### config.mk
export PLATFORM = sky130hd
export DESIGN_NAME = disp_scan_ctrl
export DESIGN_NICKNAME = d
export VERILOG_FILES = /design/src/rtl/disp_pkg.sv /design/src/rtl/seg7_decode.sv /design/src/rtl/disp_scan_ctrl.sv
export SDC_FILE = /design/constraint.sdc
export NUM_CORES = 1
export LEC_CHECK = 0
export CAP_MARGIN = 0
export CORE_ASPECT_RATIO = 0.7
export CORE_MARGIN = 2
export CORE_UTILIZATION = 30
export DETAILED_ROUTE_END_ITERATION = 7
export PLACE_DENSITY = 0.49
export SYNTH_ARGS = -nofsm -noshare
export SYNTH_HDL_FRONTEND = slang
export SYNTH_SLANG_ARGS = --single-unit
### constraint.sdc
create_clock -name clk -period 3.92 [get_ports clk]
set_input_delay 0.784 -clock clk [delete_from_list [all_inputs] [get_ports clk]]
set_output_delay 0.784 -clock clk [all_outputs]
set_load 0.005 [all_outputs]
### src/rtl/disp_pkg.sv
// Shared types and constants for the multiplexed 7-segment scan controller.
// Active-low segment order is {a,b,c,d,e,f,g}, with a in bit 6.
package disp_pkg;

    localparam int NUM_DIGITS = 8;

    typedef logic [3:0] digit_t;
    typedef logic [6:0] seg_t;

    localparam seg_t SEG_BLANK = 7'h7F;

    typedef enum logic {
        BLANK = 1'b0,
        DRIVE = 1'b1
    } scan_state_t;

    // Active-low one-hot enable vector for the given digit slot.
    function automatic logic [NUM_DIGITS-1:0] enable_low(input logic [2:0] idx);
        return ~(8'h01 << idx);
    endfunction

endpackage

### src/rtl/seg7_decode.sv
// Combinational hex digit to active-low 7-segment pattern converter.
module seg7_decode
    import disp_pkg::*;
(
    input  digit_t digit_i,
    output seg_t   seg_o
);

    always_comb begin
        seg_o = SEG_BLANK;
        case (digit_i)
            4'h0: seg_o = 7'b0000001;
            4'h1: seg_o = 7'b1001111;
            4'h2: seg_o = 7'b0010010;
            4'h3: seg_o = 7'b0000110;
            4'h4: seg_o = 7'b1001100;
            4'h5: seg_o = 7'b0100100;
            4'h6: seg_o = 7'b0100000;
            4'h7: seg_o = 7'b0001111;
            4'h8: seg_o = 7'b0000000;
            4'h9: seg_o = 7'b0000100;
            4'hA: seg_o = 7'b0001000;
            4'hB: seg_o = 7'b1100000;
            4'hC: seg_o = 7'b0110001;
            4'hD: seg_o = 7'b1000010;
            4'hE: seg_o = 7'b0110000;
            4'hF: seg_o = 7'b0111000;
            default: seg_o = SEG_BLANK;
        endcase
    end

endmodule

### src/rtl/disp_scan_ctrl.sv
// Eight-digit multiplexed display scanner with a two-requester round-robin write port.
// Define DISP_LZ_BLANK_EN to suppress leading zeros on digits 7..1.
//
// state | meaning
// BLANK | all digits and segments off for BLANK_CYCLES at slot start (anti-ghosting)
// DRIVE | enable of digit scan_idx low, segments show that digit until next tick
module disp_scan_ctrl
    import disp_pkg::*;
#(
    parameter int CLK_DIV      = 100000,
    parameter int BLANK_CYCLES = 4
) (
    input  logic       clk,
    input  logic       reset,
    input  logic       req0_valid,
    input  logic [2:0] req0_sel,
    input  logic [3:0] req0_num,
    output logic       req0_ready,
    input  logic       req1_valid,
    input  logic [2:0] req1_sel,
    input  logic [3:0] req1_num,
    output logic       req1_ready,
    output logic [7:0] digit_en_n,
    output logic [6:0] segments,
    output logic [2:0] scan_idx
);

    localparam int PW = (CLK_DIV > 1) ? $clog2(CLK_DIV) : 1;
    localparam int BW = (BLANK_CYCLES > 1) ? $clog2(BLANK_CYCLES) : 1;
    localparam logic [PW-1:0] PRESC_LAST = PW'(CLK_DIV - 1);
    localparam logic [BW-1:0] BLANK_LAST = BW'(BLANK_CYCLES - 1);

    logic [PW-1:0] presc_q;
    logic [BW-1:0] blank_q;
    scan_state_t   state_q;
    logic [2:0]    scan_idx_q;
    digit_t        digit_q [NUM_DIGITS];
    logic          last_grant_q;

    logic          tick;
    logic          gnt0;
    logic          gnt1;
    logic          wr_en_d;
    logic [2:0]    wr_sel_d;
    digit_t        wr_num_d;
    digit_t        cur_digit;
    seg_t          dec_seg;
    logic          suppress;

    assign tick = (presc_q == PRESC_LAST);

    always_ff @(posedge clk or posedge reset) begin
        if (reset) begin
            presc_q <= '0;
        end else if (tick) begin
            presc_q <= '0;
        end else begin
            presc_q <= presc_q + 1'b1;
        end
    end

    // A tick always restarts the slot, regardless of where BLANK/DRIVE stand.
    always_ff @(posedge clk or posedge reset) begin
        if (reset) begin
            state_q    <= BLANK;
            blank_q    <= '0;
            scan_idx_q <= '0;
        end else if (tick) begin
            state_q    <= BLANK;
            blank_q    <= '0;
            scan_idx_q <= scan_idx_q + 1'b1;
        end else begin
            case (state_q)
                BLANK: begin
                    if (blank_q == BLANK_LAST) begin
                        state_q <= DRIVE;
                    end else begin
                        blank_q <= blank_q + 1'b1;
                    end
                end
                DRIVE: state_q <= DRIVE;
                default: state_q <= BLANK;
            endcase
        end
    end

    // last_grant_q = 1 means requester 1 won the most recent transfer.
    always_comb begin
        gnt0 = ~reset & req0_valid & (~req1_valid | last_grant_q);
        gnt1 = ~reset & req1_valid & (~req0_valid | ~last_grant_q);
    end

    assign req0_ready = gnt0;
    assign req1_ready = gnt1;

    always_comb begin
        wr_en_d  = gnt0 | gnt1;
        wr_sel_d = gnt0 ? req0_sel : req1_sel;
        wr_num_d = gnt0 ? req0_num : req1_num;
    end

    always_ff @(posedge clk or posedge reset) begin
        if (reset) begin
            last_grant_q <= 1'b1;
        end else if (gnt0) begin
            last_grant_q <= 1'b0;
        end else if (gnt1) begin
            last_grant_q <= 1'b1;
        end
    end

    always_ff @(posedge clk or posedge reset) begin
        if (reset) begin
            for (int i = 0; i < NUM_DIGITS; i++) begin
                digit_q[i] <= '0;
            end
        end else if (wr_en_d) begin
            digit_q[wr_sel_d] <= wr_num_d;
        end
    end

    assign cur_digit = digit_q[scan_idx_q];

    seg7_decode u_seg7_decode (
        .digit_i (cur_digit),
        .seg_o   (dec_seg)
    );

`ifdef DISP_LZ_BLANK_EN
    logic [NUM_DIGITS-1:0] lz_mask;
    logic                  upper_zero;

    // A digit is a leading zero when it and every digit above it are zero.
    always_comb begin
        lz_mask    = '0;
        upper_zero = 1'b1;
        for (int i = NUM_DIGITS - 1; i > 0; i--) begin
            upper_zero = upper_zero & (digit_q[i] == 4'h0);
            lz_mask[i] = upper_zero;
        end
    end

    assign suppress = lz_mask[scan_idx_q];
`else
    assign suppress = 1'b0;
`endif

    always_comb begin
        digit_en_n = 8'hFF;
        segments   = SEG_BLANK;
        if (state_q == DRIVE) begin
            digit_en_n = enable_low(scan_idx_q);
            segments   = suppress ? SEG_BLANK : dec_seg;
        end
    end

    assign scan_idx = scan_idx_q;

endmodule

Word-level counts from Yosys, hierarchy flattened
Memory sizes are Yosys's and may differ from the RTL's.
Cells that the tools add are included.
Word-level totals
  flip-flop bits (word level): 56
  input port bits: 18
  memories: 1
  memory bits (read-only): 112
Cells by class
  reductions and logical operators: 3
  equality and inequality tests: 4
  shift-type cells: 1
  add/sub/neg operators: 3
  mux-type cells: 19
  bitwise gates (word level): 15
  magnitude comparators: 3
Memory list
  (no name shown): depth 16, bits a word 7, rd ports 1, clocked after memory_dff 0, wr ports 0, line seg7_decode.sv:11  | case (digit_i)
Operator list (number)
  $bwmux 32: 1
  $add 17x1->17 const B: 1
  $eq 17x17->1 const B: 1
  $mux 17: 1
  $mux 4: 4
  $bmux 4 s3: 1
  $demux 4 s3: 1
  $ge 4x4->1 const B: 2
  $mux 8: 1
  $not 3->4: 2
  $not 8->8: 1
  $shl 1x3->8 const A: 1
  $mux 7: 1
  $mux 2: 3
  $not 1->1: 5
  $and 1x1->1: 4
  $lt 4x1->1 const B: 1
  $mux 1: 4
  $add 3x1->3 const B: 1
  $mux 3: 1
  $or 1x1->1: 3
  $add 2x1->2 const B: 1
  $eq 2x2->1 const B: 1
  $ne 2x1->1 const B: 1
  5 further kinds: 5

Longest topological paths before layout
  depth after elaboration: 10
  gate-level depth with buffers: 9
  depth with buffers taken out: 8

Cells and area by module
A second synthesis with hierarchy kept.
Second synthesis, totals
  cells, all modules: 276
  area total of the unflattened synthesis: 3174.3 um^2
Modules (own cells, without submodules)
  disp_scan_ctrl: cells each 244, area each 2899.0 um^2, seq. area each 1402.6 um^2, instances 1
  seg7_decode: cells each 32, area each 275.3 um^2, seq. area each 0.0 um^2, instances 1

Least setup slack after synthesis
OpenSTA, ideal clock, no wires.
  kind: input -> register
  start: input reset
  end: register digit_q[10] (netlist bit)
  data arrival time: 3598 ps
  cell stages on the path: 5
  slack: 197 ps
  cell sequence: inv_1 > nand3_1 > mux2i_1 > and2_0 > mux2_2
On the way
  cells in the longest elaborated chain, start to end: 10
  elaborated cells between the ends (all ways): 15
  those cells by class: order compare: 2; mux: 5; bitwise: 7; reduce/logical: 1
Ends and longest elaborated chain
  from (decl): line disp_scan_ctrl.sv:14  | input logic reset,
  $not 1->1 (*): line disp_scan_ctrl.sv:89, disp_scan_ctrl.sv:90
  $and 1x1->1 (2 in series): line disp_scan_ctrl.sv:89  | gnt0 = ~reset & req0_valid & (~req1_valid | last_grant_q);
  $mux 3: line disp_scan_ctrl.sv:98  | wr_sel_d = gnt0 ? req0_sel : req1_sel;
  $not 3->4 (implied by the code): line disp_scan_ctrl.sv:118  | digit_q[wr_sel_d] <= wr_num_d;
  $ge 4x4->1 (implied by the code) / $lt 4x1->1 (equally long branches): line disp_scan_ctrl.sv:118
  $logic_and 1x1->1 (implied by the code): line disp_scan_ctrl.sv:118
  $mux 4 (implied by the code): line disp_scan_ctrl.sv:118
  $demux 4 s3: line disp_scan_ctrl.sv:118
  $bwmux 32: line disp_scan_ctrl.sv:118
  to (signal, indexed assignment): line disp_scan_ctrl.sv:118
  to (decl): line disp_scan_ctrl.sv:37  | digit_t digit_q [NUM_DIGITS];
Mark *: on every way between the ends. The rest lies on a longest branch, timed or not.
A chain may end at the register's enable or synchronous reset.

Worst setup path in the final report
  start: register scan_idx_q[0] (netlist: scan_idx[0])
  end: output segments[0]
On the way
  cells in the longest elaborated chain, start to end: 6
Ends and longest elaborated chain
  from (decl): line disp_scan_ctrl.sv:36  | logic [2:0] scan_idx_q;
  from (signal assigned): line disp_scan_ctrl.sv:71  | scan_idx_q <= scan_idx_q + 1'b1;
  $not 3->4 (implied by the code): line disp_scan_ctrl.sv:122  | assign cur_digit = digit_q[scan_idx_q];
  $bmux 4 s3: line disp_scan_ctrl.sv:122
  $mux 4 (implied by the code) (2 in series): line disp_scan_ctrl.sv:122
  $mem_v2 16x7
  $mux 7: line disp_scan_ctrl.sv:151  | if (state_q == DRIVE) begin
  to (decl): line disp_scan_ctrl.sv:24  | output logic [6:0] segments,
Every way passes these cells. The select of a mux whose other input is x is not followed.

==> reports/results.ini <==
[status]
run_status=finished, final reports clean

[detailed_routing]
vias=2111
avgRoutedWirePerCell_um=14.4
drtIter0Drc=133
route.detailed.drc=0
drt-pass1-iter-count=4
vias_per_cell=4.67
wirelength_um=6490
antenna_left=0

[worst_setup_path]
r2r_start=presc_q[12]
r2r_cells=5
timing.reg2reg.setup_slack_ps=1340
start_kind=flop
crit_required_ps=3140
path_max_fanout=8
worstSetupPathType=flop to output pin
cp.arrival_ps=2900
end_kind=output pin
rr_endpoint=scan_idx[1]

[global_route]
grt_overflow=0
top_usage_layer=met2
use_met2=0.187
grt_pass1_vias=2082
antenna_found_initial=0
grt_util_met3=0.0275
grt_usage=0.125
grt.met1_usage=0.185
grt_pass1_wl_um=11100
grt_max_degree=59

[timing]
final-hold-violation-count=0
slew_violations=0
whs_ps=483
relSlewSlack=0.512
setup_viol=0
tns_ps=0
fin_crit_sh=0.939
fin_crit_ps=3680
fmax_mhz=272
rsz0062_at_grt=no
layout_setup_ws_ps=239
tightest_slew_ps=732
clock_skew_ps=5.57

[die]
start_util=0.305
std_cell_rows=31
ios=38
core_area_um2=10200
die_w_um=126
die_h_um=89.3
dieArea_um2=11200

[pwr]
peakVddDrop_uv=184
p_leak_nw=1.64
seq_power_share=0.438
p_comb_frac=0.300
report.power.total_mw=1.75
clockPowerShare=0.261
p_sw_frac=0.278
p_int_mw=1.27
p_switching_mw=0.488
power_density_nw_per_um2=456

[job]
timing.max_cap.violations=0

[synthesis]
netlist_area_um2=3120
ys_seq_area_frac=0.450
syn_nets=305
async_flop_share=1.00
yosys.area.top_type_share=0.441
ys_types=41
synthTopCellsByArea=dfrtp_1, mux2_2, ha_1
synth_seq_cells=56
synth_edf_count=0
synthFlopType=dfrtp_1
synth_top_area_cell=dfrtp_1
yosys_warnings=0
netlist_instances=273
synth.avg_cell_area_um2=11.4

[clocking]
numCtsBuffers=5
cts_sinks=56
cts_tree=built
clk_pin_slew_ps=70
clock_latency_ps=290
htreeDepth=2
clockRootBuffer=clkbuf_16
cts_buffer_depth=2

[layout]
antenna_cells=0
layout.nets=351
area_growth_pct=23.2
fin_cells=452
drive_above_1_share=0.209

[placement]
port_buffers=37
dpl.hpwl_um=4780
placed_cells=441
gp_congestion=0.765
place_ws_ps=252

[worst_hold_path]
worst_hold_path.endpoint=presc_q[0]
holdPathStages=1
hp-class=flop to flop
min-delay-start=presc_q[0]

[worst max-delay path by stage]
stage,from,end,slack (ps),depth (start not counted)
floorplan,reset,digit_q[10],200,5
global route,scan_idx[0],segments[6],30,7
CTS,scan_idx[0],segments[6],60,7
detailed placement,scan_idx[0],segments[6],250,7
global placement,scan_idx[0],segments[6],250,7
finish,scan_idx[0],segments[0],240,8
[placed cells by master, fill, tap and decap left out, drive strengths merged, types with 6 or more instances in the layout]
| master | netlist | layout |
|---|---|---|
| nand2 | 23 | 23 |
| mux2 | 39 | 39 |
| ha | 14 | 14 |
| dfrtp | 55 | 55 |
| clkdlybuf4s50 | 0 | 36 |
| nor2b | 6 | 6 |
| xor2 | 6 | 6 |
| xnor2 | 12 | 12 |
| mux2i | 14 | 14 |
| inv | 11 | 11 |
| clkbuf | 3 | 7 |
| nand3 | 14 | 14 |
| mux4 | 6 | 6 |
| nor2 | 21 | 21 |
| buf | 4 | 9 |
[synthesized netlist by cell type, types with 2 or more instances]
master,instances
nor2_1,21
dfrtp_1,55
xor2_1,6
nor3_1,3
xnor2_1,12
and3_1,5
nand2_1,23
inv_1,11
ha_1,14
o21ai_0,3
mux2i_1,13
mux2_2,38
or4b_1,2
a2bb2oi_1,2
nand3_1,14
mux4_2,6
nor2b_1,6
and2_0,3
nand2b_1,5
buf_6,2
clkbuf_1,3
nand3b_1,2
a21oi_1,5
buf_2,2
[area by class of cell]
| cell class | count | area, um^2 |
|---|---|---|
| Sequential cell | 56 | 1400 |
| Tap cell | 132 | 165 |
| Timing Repair Buffer | 46 | 440 |
| Clock buffer | 7 | 143 |
| Multi-Input combinational cell | 199 | 1640 |
| Inverter | 11 | 41.3 |
| Fill cell | 1025 | 6400 |
| Clock inverter | 1 | 7.51 |
[power by group through the flow]
stage               registers [mW]  logic [mW]  clock network (mW)
global placement             0.786       0.518                   0
floorplan                    0.745       0.348                   0
CTS                          0.767       0.527               0.477
global route                 0.782       0.588               0.496
detailed placement           0.777       0.525                   0
finish                       0.769       0.527               0.458
[flip-flops by register name, indices dropped and copies added (netlist names)]
name and cells:
blank_q 2, digit_q 32, last_grant_q 1, presc_q 17
scan_idx 3, state_q 1
[routing by layer]
metal  share of wire  vias up
li1                -     1053
met3           0.023        7
met4          0.0080        0
met5               0        -
met2            0.42       15
met1            0.55     1036
[metrics by stage]
stage / util / instance area [um^2]
detailed placement: 0.357 / 3660
finish: 0.375 / 3840
floorplan: - / 3120
global route: 0.375 / 3840
global placement: 0.357 / 3660
CTS: 0.372 / 3810
[worst max-delay path, cell delays in order (launching register included)]
cell             delay (ps)
dfrtp_2                 470
mux4_2                  510
mux2i_1                 240
inv_1                   110
ha_1                    270
mux2i_1                 150
nor2_1                   50
a311o_1                 350
clkdlybuf4s50_1         450
[cells by family (layout without fill, tap and decap cells)]
kind of cell	after synthesis	in the layout	synth area share
buffers and inverters	18	65	0.0273
multiplexers	59	59	0.231
AND/OR/NAND/NOR	89	89	0.142
XOR/XNOR	18	18	0.0505
AO/OA/AOI/OAI	19	19	0.0425
adder cells (fa/ha/maj)	14	14	0.0562
flip-flops	56	56	0.450
[what timing repair did]
| action | 4_1_cts | 5_1_grt |
|---|---|---|
| setup buffers | 0 | 3 |
| pin swaps | 0 | 0 |
| resized for setup | 1 | 4 |
| setup endpoints to repair | 5 | 5 |
| hold buffers | 0 | 0 |
No activity file was read; power rests on OpenSTA's default activity.
